===== src/rtl/alu_status_stage.sv =====
// Execute stage after the shifter: 2-bit ALU op on A and shifted B, result held in C plus Z/N/V,
// presented to the consumer through a one-entry valid/ready buffer.
module alu_status_stage #(
    parameter int unsigned WIDTH = 16
) (
    input  logic             clk,
    input  logic             reset,
    input  logic             in_valid,
    output logic             in_ready,
    input  logic [WIDTH-1:0] ain,
    input  logic [WIDTH-1:0] bin,
    input  logic [1:0]       alu_op,
    input  logic             load_c,
    input  logic             load_s,
    output logic             out_valid,
    input  logic             out_ready,
    output logic [WIDTH-1:0] c_out,
    output logic             z,
    output logic             n,
    output logic             v
);

    typedef enum logic [0:0] {StEmpty, StFull} state_e;

    state_e           state_q, state_d;
    logic [WIDTH-1:0] c_q, c_d;
    logic             z_q, z_d, n_q, n_d, v_q, v_d;

    logic             accept;
    logic [WIDTH-1:0] sum, diff, res;
    logic             res_v;

    // Ready only looks at our own state and the consumer, so no in_valid -> in_ready path.
    assign in_ready = (state_q == StEmpty) | out_ready;
    assign accept   = in_valid & in_ready;

    assign sum  = ain + bin;
    assign diff = ain - bin;

    always_comb begin
        res   = '0;
        res_v = 1'b0;
        unique case (alu_op)
            2'b00: begin
                res   = sum;
                res_v = (ain[WIDTH-1] == bin[WIDTH-1]) & (sum[WIDTH-1] != ain[WIDTH-1]);
            end
            2'b01: begin
                res   = diff;
                res_v = (ain[WIDTH-1] != bin[WIDTH-1]) & (diff[WIDTH-1] != ain[WIDTH-1]);
            end
            2'b10: res = ain & bin;
            2'b11: res = ~bin;
            default: res = '0;
        endcase
    end

    always_comb begin
        state_d = state_q;
        c_d     = c_q;
        z_d     = z_q;
        n_d     = n_q;
        v_d     = v_q;
        if (accept) begin
            // A same-cycle drain+accept keeps the buffer full with no bubble.
            state_d = StFull;
            if (load_c) begin
                c_d = res;
            end
            if (load_s) begin
                z_d = (res == '0);
                n_d = res[WIDTH-1];
                v_d = res_v;
            end
        end else if ((state_q == StFull) && out_ready) begin
            state_d = StEmpty;
        end
    end

    always_ff @(posedge clk or posedge reset) begin
        if (reset) begin
            state_q <= StEmpty;
            c_q     <= '0;
            z_q     <= 1'b0;
            n_q     <= 1'b0;
            v_q     <= 1'b0;
        end else begin
            state_q <= state_d;
            c_q     <= c_d;
            z_q     <= z_d;
            n_q     <= n_d;
            v_q     <= v_d;
        end
    end

    assign out_valid = (state_q == StFull);
    assign c_out     = c_q;
    assign z         = z_q;
    assign n         = n_q;
    assign v         = v_q;

endmodule


===== config.mk =====
export PLATFORM = sky130hd
export DESIGN_NAME = alu_status_stage
export DESIGN_NICKNAME = d
export VERILOG_FILES = /design/src/rtl/alu_status_stage.sv
export SDC_FILE = /design/constraint.sdc
export NUM_CORES = 1
export LEC_CHECK = 0
export ABC_AREA = 0
export BUFFER_PORTS_ARGS = -buffer_cell sky130_fd_sc_hd__buf_4
export CAP_MARGIN = 20
export CORE_UTILIZATION = 55
export DETAILED_ROUTE_END_ITERATION = 8
export GPL_TIMING_DRIVEN = 0
export PLACE_DENSITY_LB_ADDON = 0.08
export SETUP_SLACK_MARGIN = 0.05
export SLEW_MARGIN = 20
export SYNTH_ARGS = -nofsm -noshare
export SYNTH_HDL_FRONTEND = slang
export SYNTH_SLANG_ARGS = --single-unit

===== constraint.sdc =====
create_clock -name clk -period 3.6 [get_ports clk]
set_clock_uncertainty 0.15 [all_clocks]
set_input_delay 0.36 -clock clk [delete_from_list [all_inputs] [get_ports clk]]
set_output_delay 0.36 -clock clk [all_outputs]
set_load 0.01 [all_outputs]

======== Word level (Yosys, flattened, before mapping) ========
Index checks and enable logic that the tools add are counted.
storage, ports and cells
  flip-flop bits (word level) ............. 20
  output and inout port bits .............. 21
  bits of input ports ..................... 40
cells by class
  bitwise operators ....................... 7
  $add $sub $neg .......................... 2
  reductions and logical operators ........ 6
  equal/unequal tests ..................... 7
  multiplexer cells ....................... 4
operators by type and width
  kind                                           number
  case mux 16 bit (4 select lines)               1
  adder 16 bit                                   1
  AND 16 bit                                     1
  zero test 16 bit                               1
  inverter 16 bit                                1
  subtractor 16 bit                              1
  == test 2 bit, second input constant           2
  AND reduction 2 bit                            2
  AND 1 bit                                      3
  inequality test 1 bit                          3
  == test 2 x 1 -> 1 bit, second input constant  1
  zero test 2 bit                                1
  two-way mux 1 bit                              2
  case mux 1 bit (2 select lines)                1
  nonzero test 2 bit                             1
  == test 1 bit                                  1
  logical AND 1 bit                              1
  inverter 1 bit                                 1
  OR 1 bit                                       1

======== Longest topological paths before layout ========
  word-level depth ........................ 4
  gate-level depth with buffers ........... 12
  mapped depth without buffers ............ 12

======== Least setup slack after synthesis ========
No wires, ideal clock.
  path type ............................... input-to-reg
  start ................................... input bin[3]
  end ..................................... register c_q[15] (netlist: c_out[15])
  path slack .............................. 0.574 ns
  required time ........................... 3.385 ns
  stages .................................. 12
  buffers on the path ..................... 1
  data arrival time ....................... 2.810 ns
  library setup time ...................... 0.065 ns
  path through ............................ inv_1 -> ha_1 -> buf_2 -> a21oi_1 -> nand2b_1 -> a21oi_1 -> o21ba_2 -> a21o_1 -> a41oi_1 -> mux2_2 -> a311oi_2 -> mux2_2
on the way
  word-level cells in the longest chain between the ends .. 2
  elaborated cells between the ends (all ways) .. 3
  those cells by class .................... add/sub: 2; mux: 1
ends and longest elaborated chain
  what                                                      line    RTL
  start, declared                                           11      input logic [WIDTH-1:0] bin,
  subtractor 16 bit / adder 16 bit (equally long branches)  38, 37
  case mux 16 bit (4 select lines) (*)                      43      unique case (alu_op)
  end signal, assigned                                      83      c_q <= '0;
  end signal, assigned                                      89      c_q <= c_d;
  end, declared                                             26      logic [WIDTH-1:0] c_q, c_d;
Mark *: on every way between the ends. The rest lies on a longest branch, timed or not.
A chain may end at the register's enable or synchronous reset.

======== Worst setup path after layout ========
  start ................................... input bin[1]
  end ..................................... register c_q[15] (netlist: c_out[15])
The elaborated chain is that of the path after synthesis.

==> impl_metrics.sql <==
INSERT INTO impl_metrics (metric_group, metric, value, unit) VALUES
('floorplanning', 'horizontal_extent_of_the_die', '73.94', 'um'),
('cts', 'cts.repair_timing.setup_buffer_count', '0', ''),
('sta', 'clock.fmax', '289.7', 'MHz'),
('pwr', 'powerDensity', '292.1', 'nW/um2'),
('drt', 'ant_nets', '0', ''),
('logic_synthesis', 'netlist.top_cell.by_area', 'dfrtp_1', ''),
('logic_synthesis', 'netlist_instances', '354', ''),
('sta', 'timing.final.crit_period', '3.452', 'ns'),
('pwr', 'clock_power_share', '14.3', '%'),
('hold_path', 'timing.hold.worst.class', 'in2async', ''),
('pwr', 'cell_internal_pwr', '0.6059', 'mW'),
('cts', 'cts_tree', 'yes', ''),
('placed_design', 'numPortBuffers', '59', ''),
('global_route', 'number_of_antenna_violations_at_the_first_check_in_global_routing', '0', ''),
('cts', 'max-clock-path-buffers', '2', ''),
('sta', 'final-hold-violation-count', '0', ''),
('logic_synthesis', 'synth_enable_flop_cells', '0', ''),
('sta', 'max_slew_headroom', '49.89', '%'),
('pwr', 'flop_pwr_share', '30.4', '%'),
('drt', 'wl', '7836', 'um'),
('logic_synthesis', 'synth.most_common_cell', 'inv_1', ''),
('setup_path', 'critPathCaptureType', 'flip-flop', ''),
('run', 'max_cap_violations', '0', ''),
('logic_synthesis', 'ys_types', '75', ''),
('pwr', 'p_leak', '1.574', 'nW'),
('logic_synthesis', 'ys_dominant_reg_cell', 'dfrtp_1', ''),
('pwr', 'peak_supply_drop', '143.2', 'uV'),
('global_route', 'first_global_vias', '2765', ''),
('logic_synthesis', 'synth-seq-area-share', '17.58', '%'),
('outcome', 'result_of_the_run', 'finished, final reports clean', ''),
('cts', 'insertion_delay', '0.25', 'ns'),
('logic_synthesis', 'yosys.area.top_type_share', '17.58', '%'),
('cells_and_area', 'drive_above_1_share', '23.32', '%'),
('global_route', 'grtUsageTotal', '29.43', '%'),
('floorplanning', 'floorplan.initialDensity', '58.71', '%'),
('cells_and_area', 'layout-area-overhead-vs-synth', '20.00', '%'),
('setup_path', 'crit_path_max_fanout', '5', ''),
('drt', 'initialDrtViolationCount', '236', ''),
('global_route', 'grt_start_max_net_pins', '21', ''),
('pwr', 'final_total_power', '0.9976', 'mW'),
('setup_path', 'crit_path_start_kind', 'input port', ''),
('drt', 'route.vias.total', '3024', ''),
('setup_path', 'critPathRequiredTime', '3.65', 'ns'),
('cts', 'h-tree-depth', '1', ''),
('logic_synthesis', 'synthesis.yosys.warnings', '0', ''),
('logic_synthesis', 'synth.cell_area', '2846', 'um2'),
('drt', 'drcViolationCount', '0', ''),
('sta', 'post-route-period-util', '95.88', '%'),
('floorplanning', 'die_h', '73.94', 'um'),
('pwr', 'power_switching_share', '39.27', '%'),
('sta', 'timing.final.max_slew_violations', '0', ''),
('floorplanning', 'floorplan.io_pins', '61', ''),
('placed_design', 'detailed_place_hpwl', '6308', 'um'),
('cells_and_area', 'num_antenna_cells', '0', ''),
('sta', 'timing.final.setup_violations', '0', ''),
('cts', 'cts_buffers', '3', ''),
('drt', 'dr.pass1.iters', '8', ''),
('setup_path', 'timing.setup.critical_path_class', 'in2reg', ''),
('pwr', 'total_switching_power', '0.3917', 'mW'),
('cts', 'holdBufCountCts', '0', ''),
('cts', 'ctsResizeCount', '0', ''),
('setup_path', 'timing.reg2reg.setup_slack', '1.56', 'ns'),
('sta', 'slew_at_the_pin_closest_to_its_max_slew_limit', '0.7508', 'ns'),
('setup_path', 'critPathArrivalTime', '3.50', 'ns'),
('cts', 'clock-root-buffer', 'clkbuf_8', ''),
('logic_synthesis', 'postSynth.asyncResetShare', '100.0', '%'),
('sta', 'grt_setup_unrepaired', 'no', ''),
('cells_and_area', 'finish.net_count', '492', ''),
('global_route', 'grt_pass1_wl', '12590', 'um'),
('logic_synthesis', 'post_synth.cell_area_avg', '8.041', 'um2'),
('pwr', 'p_comb_share', '55.2', '%');
==> critical path, stage by stage <==
cell       delay (ns)
buf_4            0.12
inv_1            0.05
ha_1             0.30
nor2b_1          0.14
o2111ai_1        0.52
a21oi_1          0.20
o21ba_2          0.28
a21o_1           0.19
a41oi_1          0.35
mux2_2           0.40
a311oi_2         0.37
mux2_2           0.23
==> through the flow <==
| step | std cells | hold WS, ns | TNS (ns) | instance area, um2 |
|---|---|---|---|---|
| 2_1_floorplan | 354 | 0.1738 | 0 | 2846 |
| 3_3_place_gp | 480 | 0.3147 | 0 | 3373 |
| 3_5_place_dp | 480 | 0.3212 | -0.01186 | 3373 |
| 4_1_cts | 483 | 0.1011 | 0 | 3415 |
| 5_1_grt | 483 | 0.1397 | 0 | 3416 |
| 6_report | 483 | 0.08678 | 0 | 3416 |
==> cell type report <==
type	count	area, um2
multi-input cells	281	2135
fillers	401	1433
flip-flops and latches	20	500.5
repair buffers	59	442.9
inverters	35	131.4
well taps	67	83.83
plain buffers	18	81.33
clock buffers	3	41.29
==> power groups by stage <==
stage          Combinational, mW  Clock, mW  Sequential (mW)
5_1_grt                    0.604      0.151            0.308
6_report                   0.551      0.143            0.303
3_5_place_dp               0.542          0            0.307
4_1_cts                    0.545      0.143            0.302
3_3_place_gp               0.527          0            0.304
2_1_floorplan              0.319          0            0.325
==> cells by family after synthesis <==
logic type | count (synthesis) | share of synthesized area [%]
AO/OA/AOI/OAI | 121 | 31.47
XOR/XNOR | 6 | 1.846
adder cells (fa/ha/maj) | 34 | 15.47
buffers and inverters | 53 | 7.472
flip-flops | 20 | 17.58
multiplexers | 16 | 6.549
AND/OR/NAND/NOR | 104 | 19.60
==> metal layers <==
layer	routed length (um)	up-vias	GRT usage, %
li1	-	1449	-
met1	3404	1428	38.93
met2	3749	134	51.01
met3	552	13	2.304
met4	130	0	9.188
met5	0	-	0
==> sequential cells by signal (all words and copies together), names as in the netlist <==
signal,count
n,1
out_valid,1
c_out,16
v,1
z,1
==> path summary, 6_finish.rpt <==
kind / start / end / cells past startpoint
max reg2reg: out_valid / z / 7
max: bin[1] / c_out[15] / 12
min in group clk: in_valid / out_valid / 2
min: reset / c_out[14] / 2
max in group asynchronous: reset / c_out[7] / 2
min reg2reg: c_out[12] / c_out[12] / 2
==> cells in the final DEF, fill, tap and decap left out, types with 7 or more instances in the layout <==
cell type  netlist  routed
nor2_1          18      18
mux2_2          11      11
nand3_1         11      11
nor2b_1          7       7
dfrtp_1         20      20
buf_4            0      59
o21ai_0         22      22
inv_1           34      34
clkbuf_1         9       9
nor3_1           9       9
nand2b_1         8       8
ha_1            32      32
a21oi_1         23      23
nand2_1         25      25
(Power assumes the default switching activity.)
